$ cat src/rtl/left_shift_pkg.sv
// left_shift_pkg: default widths and data types shared by the left_shift slice
package left_shift_pkg;
    localparam int DEFAULT_WIDTH   = 4;
    localparam int DEFAULT_SHAMT_W = $clog2(DEFAULT_WIDTH);

    typedef logic [DEFAULT_WIDTH-1:0]   data_t;
    typedef logic [DEFAULT_SHAMT_W-1:0] shamt_t;
endpackage

$ cat src/rtl/left_shift_if.sv
// left_shift_if: switch/shift-amount inputs and LED outputs of the shifter
// ovf is carried only when LEFT_SHIFT_OVF_EN is defined
interface left_shift_if
    import left_shift_pkg::*;
#(
    parameter int WIDTH   = DEFAULT_WIDTH,
    parameter int SHAMT_W = $clog2(WIDTH)
);
    logic [WIDTH-1:0]   sw;
    logic [SHAMT_W-1:0] shamt;
    logic [WIDTH-1:0]   led;
`ifdef LEFT_SHIFT_OVF_EN
    logic               ovf;

    modport master (output sw, output shamt, input led, input ovf);
    modport slave  (input sw, input shamt, output led, output ovf);
`else
    modport master (output sw, output shamt, input led);
    modport slave  (input sw, input shamt, output led);
`endif
endinterface

$ cat src/rtl/left_shift_barrel.sv
// left_shift_barrel: combinational log-stage logical left shifter
// overflow detection is built only when LEFT_SHIFT_OVF_EN is defined
module left_shift_barrel
    import left_shift_pkg::*;
#(
    parameter int WIDTH   = DEFAULT_WIDTH,
    parameter int SHAMT_W = $clog2(WIDTH)
)(
    input  logic [WIDTH-1:0]   i_sw,
    input  logic [SHAMT_W-1:0] i_shamt,
`ifdef LEFT_SHIFT_OVF_EN
    output logic               o_ovf,
`endif
    output logic [WIDTH-1:0]   o_led
);
    logic [WIDTH-1:0] w_stage [SHAMT_W+1];

    assign w_stage[0] = i_sw;

    // stages accumulate, so an amount of WIDTH or more zero-fills completely
    for (genvar k = 0; k < SHAMT_W; k++) begin : g_stage
        assign w_stage[k+1] = i_shamt[k] ? w_stage[k] << (2**k) : w_stage[k];
    end

    assign o_led = w_stage[SHAMT_W];

`ifdef LEFT_SHIFT_OVF_EN
    // the bits that survive are exactly those under the right-shifted all-ones mask
    assign o_ovf = |(i_sw & ~({WIDTH{1'b1}} >> i_shamt));
`endif
endmodule

$ cat src/rtl/left_shift.sv
// left_shift: registered logical left shift of the switch bank onto the LEDs
// optional registered overflow flag when LEFT_SHIFT_OVF_EN is defined
module left_shift
    import left_shift_pkg::*;
#(
    parameter int WIDTH   = DEFAULT_WIDTH,
    parameter int SHAMT_W = $clog2(WIDTH)
)(
    input  logic       clk,
    input  logic       rst_n,
    left_shift_if.slave bus
);
    logic [WIDTH-1:0] w_led;
    logic [WIDTH-1:0] r_led;

`ifdef LEFT_SHIFT_OVF_EN
    logic w_ovf;
    logic r_ovf;
`endif

    left_shift_barrel #(
        .WIDTH   (WIDTH),
        .SHAMT_W (SHAMT_W)
    ) u_barrel (
        .i_sw    (bus.sw),
        .i_shamt (bus.shamt),
`ifdef LEFT_SHIFT_OVF_EN
        .o_ovf   (w_ovf),
`endif
        .o_led   (w_led)
    );

    always_ff @(posedge clk or negedge rst_n) begin
        if (!rst_n)
            r_led <= '0;
        else
            r_led <= w_led;
    end

    assign bus.led = r_led;

`ifdef LEFT_SHIFT_OVF_EN
    always_ff @(posedge clk or negedge rst_n) begin
        if (!rst_n)
            r_ovf <= 1'b0;
        else
            r_ovf <= w_ovf;
    end

    assign bus.ovf = r_ovf;
`endif
endmodule

$ cat src/flat_wrapper.sv
// flat-port wrapper written by rule: the top's interface ports become plain ports
module left_shift_flat import left_shift_pkg::*;
#(
    parameter int WIDTH   = DEFAULT_WIDTH,
    parameter int SHAMT_W = $clog2(WIDTH)
)
  (clk, rst_n, bus_sw, bus_shamt, bus_led);
  left_shift_if #(.WIDTH(WIDTH), .SHAMT_W(SHAMT_W)) bus_i ();
  input  logic clk;
  input  logic rst_n;
  input wire logic [$bits(bus_i.sw)-1:0] bus_sw;
  input wire logic [$bits(bus_i.shamt)-1:0] bus_shamt;
  output wire logic [$bits(bus_i.led)-1:0] bus_led;
  assign bus_i.sw = bus_sw;
  assign bus_i.shamt = bus_shamt;
  assign bus_led = bus_i.led;
  left_shift #(.WIDTH(WIDTH), .SHAMT_W(SHAMT_W)) u_core (.clk(clk), .rst_n(rst_n), .bus(bus_i));
endmodule
$ cat config.mk
export PLATFORM = sky130hd
export DESIGN_NAME = left_shift_flat
export DESIGN_NICKNAME = d
export VERILOG_FILES = /design/src/rtl/left_shift_pkg.sv /design/src/rtl/left_shift_if.sv /design/src/rtl/left_shift_barrel.sv /design/src/rtl/left_shift.sv /design/src/flat_wrapper.sv
export SDC_FILE = /design/constraint.sdc
export NUM_CORES = 1
export LEC_CHECK = 0
export ABC_AREA = 1
export CORE_AREA = 2 2 39 41
export DETAILED_ROUTE_END_ITERATION = 8
export DIE_AREA = 0 0 41 43
export DONT_BUFFER_PORTS = 1
export SLEW_MARGIN = 20
export SYNTH_ARGS = -nofsm -noshare
export SYNTH_HDL_FRONTEND = slang
export SYNTH_SLANG_ARGS = --single-unit
$ cat constraint.sdc
create_clock -name clk -period 0.8 [get_ports clk]
set_input_delay 0.16 -clock clk [delete_from_list [all_inputs] [get_ports clk]]
set_output_delay 0.16 -clock clk [all_outputs]
set_load 0.005 [all_outputs]
==> results of run 1 <==
power by group through the flow:
stage	clock [mW]	sequential, mW	combinational (mW)
2_1_floorplan	0	0.226	0.0321
3_3_place_gp	0	0.227	0.0381
3_5_place_dp	0	0.228	0.0377
4_1_cts	0.259	0.226	0.0539
5_1_grt	0.282	0.227	0.0639
6_report	0.242	0.225	0.0554
area by class of cell:
cell class                      count  share of cell area (%)
Sequential cell                     4                    37.4
Multi-Input combinational cell     15                    27.1
Timing Repair Buffer                3                    11.2
Clock buffer                        3                    8.41
Inverter                            6                    8.41
Tap cell                           16                    7.48
layer usage:
metal | up-vias | global-route usage [%] | part of all wire (%)
li1 | 89 | - | -
met1 | 70 | 6.73 | 50
met2 | 13 | 5.94 | 32
met3 | 0 | 4.19 | 17
met4 | 0 | 6.00 | 0
met5 | - | 0 | 0
through the flow:
stage               total power [mW]  hold slack [ns]  area [sq um]  setup WS (ns)
detailed placement             0.266           -0.135           210          0.268
CTS                            0.539           0.0578           263         0.0118
finish                         0.523           0.0806           268         0.0165
global placement               0.265           -0.136           210          0.261
floorplan                      0.258           -0.136           190          0.291
global route                   0.573           0.0679           268        0.00219
cells in the mapped netlist (all sizes together):
library cell  n
inv           6
nand3         4
dfrtp         4
nor3          1
nand2         9
nor2          1
worst paths after layout:
kind	to	slack, ns	depth (start not counted)
setup / recovery	u_core.bus.led[0]	0.02	2
hold / removal	u_core.bus.led[0]	0.08	2
max in group asynchronous	u_core.bus.led[2]	0.43	1
min in group asynchronous	u_core.bus.led[1]	0.20	1
cell families (layout without fill, tap and decap cells):
kind of cell,after synthesis,in the layout,share of synthesized area [%]
and+or+nand+nor,15,15,35.5
DFF,4,4,52.6
buffers and inverters,6,12,11.8
timing repair:
item,in CTS,in global routing
hold buffers,3,0
resized for setup,0,1
hold endpoints to repair,6,0
setup endpoints to repair,0,1
==> results_dict.tcl, run 1 <==
set metrics [dict create \
    status "completed" \
    cts_tree "yes" \
    slew_headroom_pct 87.6 \
    startpoint_type "input pin" \
    crit_arrival_ns 0.93 \
    comb_power_share_pct 10.6 \
    yosysWarnings 0 \
    die_w_um 41 \
    swShare_pct 21.4 \
    grt_pass1_vias 170 \
    drive_above_1_share_pct 22.6 \
    drc_errors 0 \
    row_count 14 \
    clkPwrFrac_pct 46.3 \
    crit_path_start "bus_shamt[1]" \
    cts.clk_slew.worst_paths_ns 0.03 \
    cap_violations 0 \
    die_h_um 43 \
    grt_usage_pct 5.72 \
    syn_avg_cell_area_sq_um 7.61 \
    syn_area_sq_um 190 \
    fin_cells 47 \
    wl_per_cell_um 8.00 \
    vias 172 \
    clock.fmax_ghz 1.28 \
    crit_family "buffers and inverters" \
    wl_um 376 \
    hp-class "in -> reg" \
    period_needed_ns 0.784 \
    place.gp.congestion 0.633 \
    routed_via_density 3.66 \
    grt_overflow 0 \
    crit_path_top_delay_cell "dlygate4sd3_1" \
    ios 12 \
    clock-sinks 4 \
    slowest_delay_ns 0.58 \
    grt_first_pass_wirelength_um 621 \
    drt_iter0_markers 7 \
    rsz0062_at_grt "false" \
    fillCellCount 155 \
    coreArea_sq_mm 0.00138 \
    cts_buffers 3 \
    start_util_pct 13.7 \
    grt_max_degree 6 \
    slew_violations 0 \
    utilization_pct 19.3 \
    endpoint_kind "register" \
    p_leak_nw 0.146 \
    dpl.hpwl_um 288 \
    fin_nets 41 \
    first_pass_iters 2 \
    crit_path_max_fanout 4 \
    multi_input_area_sq_um 72.6 \
    ff_latch_area_sq_um 100 \
    vdd_drop_max_uv 368 \
    synth_area_leader_cell "dfrtp_1" \
    post_synth_num_cell_types 8 \
    crit_required_ns 0.94 \
    io_buffers 0 \
    antenna_found_initial 0 \
    finalSetupTns_ns 0 \
    p_switching_mw 0.112 \
    synthTopCellsByArea "dfrtp_1, nand2_1, nand3_1, inv_1, nand2_2" \
    timing.final.hold_violations 0 \
    cts_max_path_buffers 2 \
    ys_ff_latch 4 \
    fin_crit_sh_pct 97.9 \
    worstHoldStart "bus_sw[0]" \
    ys_seq_area_share_pct 52.6 \
    largest_reg_flops 4 \
    ant_nets 0 \
    synthDominantCellAreaShare_pct 52.6 \
    pwr_density_cell_mw_per_mm2 1950 \
    htree_num_levels 1 \
    worstSetupPathType "in -> reg" \
    setup_viol 0 \
    diodes 0 \
    syn_to_final_growth_pct 40.8 \
    mostFrequentLayoutCell "nand2_1" \
    syn_inst 25 \
    layout_common_cells "nand2_1, inv_1, nand3_1, dfrtp_1" \
    post-place-cells 41 \
    die_area_sq_mm 0.00176 \
    synth_nets 33 \
    worst-path-buf-inv 1 \
    cts-root-buf "clkbuf_4" \
    pwr-share-seq_pct 43.1 \
    path_cells "dlygate4sd3_1 > nor3_2" \
    intPower_mw 0.411 \
    cts_setup_buffers 0 \
    worst_pin_slew_ns 0.186 \
]
Power figures use the tool's default switching activity.
==> run 2, diff against run 1 <==
--- a/config.mk
+++ b/config.mk
@@ -13,4 +13,5 @@
 export SLEW_MARGIN = 20
 export SYNTH_ARGS = -nofsm -noshare
 export SYNTH_HDL_FRONTEND = slang
+export SYNTH_HIERARCHICAL = 1
 export SYNTH_SLANG_ARGS = --single-unit
==> run 2 against run 1 <==
  * Flip-flop and latch count stayed put
  * Worst hold slack worse by 0.068 ns
  * Critical path depth shrank 2
  * Via count decreased by 3.5%
  * Global-route usage grew 0.38 points
==> results_dict.tcl, run 2 <==
set metrics [dict create \
    crit_path_max_fanout 1 \
    wl_um 402 \
    start_util_pct 13.7 \
    yosysWarnings 6 \
    synth_edf_count 0 \
    fin_crit_sh_pct 94.6 \
    slew_violations 0 \
    endpoint_kind "output pin" \
    pwr_density_cell_mw_per_mm2 2050 \
    diodes 0 \
    vias 166 \
    antenna_found_initial 0 \
    drive_above_1_share_pct 20.0 \
    grt_max_degree 6 \
    htree_num_levels 1 \
    synthDominantCellAreaShare_pct 52.6 \
    synthTopCellsByArea "dfrtp_1, nand2_1, nand3_1, inv_1, nand2_2" \
    ios 12 \
    synth_area_leader_cell "dfrtp_1" \
    cap_violations 0 \
    clock.fmax_ghz 1.32 \
    synthArstFlopShare_pct 100 \
    timing.final.hold_violations 0 \
    fillCellCount 159 \
    worstSetupPathType "reg -> out" \
    synthSimpleGateAreaFrac_pct 35.5 \
    vdd_drop_max_uv 257 \
    setup_viol 0 \
    grt_first_pass_wirelength_um 683 \
    syn_inst 25 \
    status "completed" \
    finalWorstSetupSlack_ns 0.0435 \
    period_needed_ns 0.756 \
    layout_common_cells "nand2_1, inv_1, dfrtp_1, nand3_1, clkbuf_4" \
    finalSetupTns_ns 0 \
    crit_required_ns 0.64 \
    synth_common_cells "nand2_1, inv_1, dfrtp_1, nand3_1" \
    place.gp.congestion 0.602 \
    largest_reg_flops 4 \
    ant_nets 0 \
    row_count 14 \
    cts_buffers 3 \
    syn_avg_cell_area_sq_um 7.61 \
    drc_errors 0 \
    post_synth_num_cell_types 8 \
    synthXorXnorAreaFrac_pct 0 \
    drt_iter0_markers 1 \
    io_buffers 0 \
    clock-sinks 4 \
    routed_via_density 3.61 \
    grt_overflow 0 \
    p_leak_nw 0.141 \
    wl_per_cell_um 8.74 \
    die_w_um 41 \
    syn_area_sq_um 190 \
    slew_headroom_pct 85.0 \
    cts_max_path_buffers 2 \
    synth_top_family_by_area "simple AND/OR/NAND/NOR gates" \
    synth_nets 33 \
    first_pass_iters 2 \
    dp_slack_ns 0.251 \
    ys_ff_latch 4 \
    total_power_mw 0.518 \
    mostFrequentLayoutCell "nand2_1" \
    coreArea_sq_mm 0.00138 \
    synth-compound-area-share_pct 0 \
    fin_nets 40 \
    ctsResizeCount 0 \
    ys.flop_type "dfrtp_1" \
    synth_most_common_cell "nand2_1" \
    ff_latch_area_sq_um 100 \
    die_h_um 43 \
    synthMuxAreaShare_pct 0 \
    synth_fa_ha_area_share_pct 0 \
    cts-root-buf "clkbuf_4" \
    syn_to_final_growth_pct 32.9 \
    cts_tree "yes" \
    crit_arrival_ns 0.60 \
    grt_usage_pct 6.09 \
    grt_pass1_vias 188 \
    cts.clk_slew.worst_paths_ns 0.04 \
    startpoint_type "register" \
    ys_seq_area_share_pct 52.6 \
    rsz0062_at_grt "false" \
    multi_input_area_sq_um 67.6 \
    worst_pin_slew_ns 0.224 \
    die_area_sq_mm 0.00176 \
    hp-class "in -> reg" \
]
==> run 2: final cells by class <==
| class | count | area share, % |
|---|---|---|
| flip-flops and latches | 4 | 39.6 |
| multi-input cells | 15 | 26.7 |
| clock buffers | 3 | 8.91 |
| inverters | 6 | 8.91 |
| repair buffers | 2 | 7.92 |
| well taps | 16 | 7.92 |
==> run 2: logic make-up (layout without fill, tap and decap cells) <==
kind of cell / count (synthesis) / count (layout)
buffers and inverters: 6 / 11
AND/OR/NAND/NOR: 15 / 15
flip-flops: 4 / 4
==> run 2: metal layers <==
metal	wire, um	vias to the layer above	track usage, %
met5	0	-	0
met4	0	0	8.00
met3	42	0	0
met2	150	14	6.56
met1	209	67	8.86
li1	-	85	-
==> run 2: timing repair <==
item                                    in CTS  in global routing
buffers inserted                             0                  0
hold endpoints to repair                     5                  0
endpoints found under the setup margin       0                  0
hold buffers                                 2                  0
==> run 2: stage by stage <==
| stage | hold slack (ns) | utilization [%] | instances | cell area, sq um |
|---|---|---|---|---|
| global placement | -0.136 | 15.2 | 41 | 210 |
| global route | 0.00746 | 18.3 | 46 | 253 |
| floorplan | -0.136 | - | 25 | 190 |
| detailed placement | -0.136 | 15.2 | 41 | 210 |
| CTS | 0.000197 | 18.3 | 46 | 253 |
| finish | 0.0122 | 18.3 | 46 | 253 |
==> run 2: final timing paths <==
kind,start,to,cells after the start
worst max-delay path,u_core/bus.led[1],bus_led[1],0
worst min-delay path,bus_shamt[1],u_core/bus.led[0],1
max in group asynchronous,rst_n,u_core/bus.led[2],1
min in group asynchronous,rst_n,u_core/bus.led[3],1
==> run 2: where the power goes <==
group,switching [mW],internal (mW),total (mW)
combinational,0.0283,0.0216,0.0499
sequential,0.00637,0.218,0.224
clock,0.0763,0.167,0.244
total,0.111,0.407,0.518
==> run 3, diff against run 2 <==
--- a/config.mk
+++ b/config.mk
@@ -7,9 +7,10 @@
 export LEC_CHECK = 0
 export ABC_AREA = 1
 export CORE_AREA = 2 2 39 41
+export CTS_CLUSTER_SIZE = 8
 export DETAILED_ROUTE_END_ITERATION = 8
 export DIE_AREA = 0 0 41 43
-export DONT_BUFFER_PORTS = 1
+export SKIP_CTS_REPAIR_TIMING = 1
 export SLEW_MARGIN = 20
 export SYNTH_ARGS = -nofsm -noshare
 export SYNTH_HDL_FRONTEND = slang
==> run 3 against run 2 <==
  * Via count rose by 11%
  * Critical path type unchanged
  * Final cell count is 22% higher
  * Critical path depth increased by 1
  * Die area unchanged
  * Combinational power up 94%
  * Utilization rose by 6.0 points
  * Largest cell class is now buffers
  * The flow now finishes with violations (setup timing)
  * Routed wire length shrank 10%
==> results_dict.tcl, run 3 (synthesis gave the netlist of run 2 again) <==
set metrics [dict create \
    status "finished, violations left" \
    violations "setup timing" \
    syn_to_final_growth_pct 76.3 \
    pwr_density_cell_mw_per_mm2 1680 \
    crit_path_max_fanout 1 \
    largest_reg_flops 4 \
    grt_first_pass_wirelength_um 510 \
    fin_crit_sh_pct 105 \
    fin_cells 56 \
    worstSetupPathType "reg -> out" \
    drt_iter0_markers 0 \
    crit_family "flip-flops" \
    row_count 14 \
    vias 185 \
    p_leak_nw 0.200 \
    wl_per_cell_um 6.43 \
    crit_arrival_ns 0.68 \
    cts_max_path_buffers 2 \
    crit_required_ns 0.64 \
    period_needed_ns 0.843 \
    grt_pass1_vias 146 \
    fin_area_sq_um 335 \
    antenna_found_initial 0 \
    layout_common_cells "nand2_1, clkdlybuf4s50_1, inv_1" \
    path_cells "clkbuf_2" \
    first_pass_iters 1 \
    htree_num_levels 1 \
    endpoint_kind "output pin" \
    grt_usage_pct 4.82 \
    start_util_pct 13.7 \
    cts.clk_slew.worst_paths_ns 0.04 \
    vdd_drop_max_uv 314 \
    drc_errors 0 \
    cap_violations 0 \
    slowest_delay_ns 0.35 \
    cts_tree "yes" \
    grt_overflow 0 \
    place.gp.congestion 0.644 \
    fin_nets 50 \
    crit_path_top_delay_cell "dfrtp_1" \
    utilization_pct 24.2 \
    startpoint_type "register" \
    wl_um 360 \
    hp-class "in -> async" \
    io_buffers 11 \
    comb_power_share_pct 17.2 \
    finalWorstSetupSlack_ns -0.0426 \
    mostFrequentLayoutCell "nand2_1" \
    slew_headroom_pct 87.5 \
    intPower_mw 0.440 \
    die_h_um 43 \
    rsz0062_at_grt "true" \
    clkPwrFrac_pct 43.5 \
    die_area_sq_mm 0.00176 \
    pwr-share-seq_pct 39.3 \
    total_power_mw 0.562 \
    swShare_pct 21.7 \
    die_w_um 41 \
    routed_via_density 3.30 \
    dpl.hpwl_um 284 \
    worst_pin_slew_ns 0.187 \
    cts_buffers 3 \
    cts-root-buf "clkbuf_4" \
    coreArea_sq_mm 0.00138 \
    placed_area_sq_um 328 \
    clock.fmax_ghz 1.19 \
    worst-path-buf-inv 1 \
    post-place-cells 53 \
    timing.final.hold_violations 0 \
    setup_viol 4 \
    ant_nets 0 \
    drive_above_1_share_pct 27.5 \
    grt_max_degree 6 \
    slew_violations 0 \
    ios 12 \
    clock-sinks 4 \
    dp_slack_ns -0.262 \
    diodes 0 \
    p_switching_mw 0.122 \
]
-- run 3: final cells by class --
class	count	area, sq um
Fill cell	163	1050
Timing Repair Buffer	12	103
Sequential cell	4	100
Multi-Input combinational cell	15	67.6
Clock buffer	3	22.5
Inverter	6	22.5
Tap cell	16	20.0
-- run 3: power groups by stage --
| stage | Combinational [mW] | Clock, mW | Sequential [mW] |
|---|---|---|---|
| finish | 0.0968 | 0.244 | 0.221 |
| global route | 0.110 | 0.262 | 0.221 |
| CTS | 0.114 | 0.263 | 0.221 |
| detailed placement | 0.114 | 0 | 0.224 |
| global placement | 0.113 | 0 | 0.223 |
| floorplan | 0.0321 | 0 | 0.226 |
-- run 3: through the flow --
step	TNS [ns]	hold slack, ns
3_3_place_gp	-1.51	0.369
3_5_place_dp	-1.52	0.374
4_1_cts	-1.64	0.122
2_1_floorplan	0	-0.136
6_report	-0.164	0.128
5_1_grt	-0.261	0.143
-- run 3: layer usage --
metal  global-route usage [%]  share of wire, %  wire length [um]
met4                     8.00                 0                 0
met2                     4.69                39               141
met3                     1.57                19                68
met5                        0                 0                 0
met1                     5.81                42               150
-- run 3: worst max path at each step --
stage                                 start                 to  slack, ns  depth (start not counted)
after CTS                 u_core/bus.led[3]         bus_led[3]      -0.41                          1
after detailed placement       bus_shamt[0]  u_core/bus.led[1]      -0.26                          5
final                     u_core/bus.led[1]         bus_led[1]      -0.04                          1
after global routing      u_core/bus.led[1]         bus_led[1]      -0.07                          1
after floorplan           u_core/bus.led[0]         bus_led[0]       0.29                          0
after global placement         bus_shamt[0]  u_core/bus.led[3]      -0.26                          4
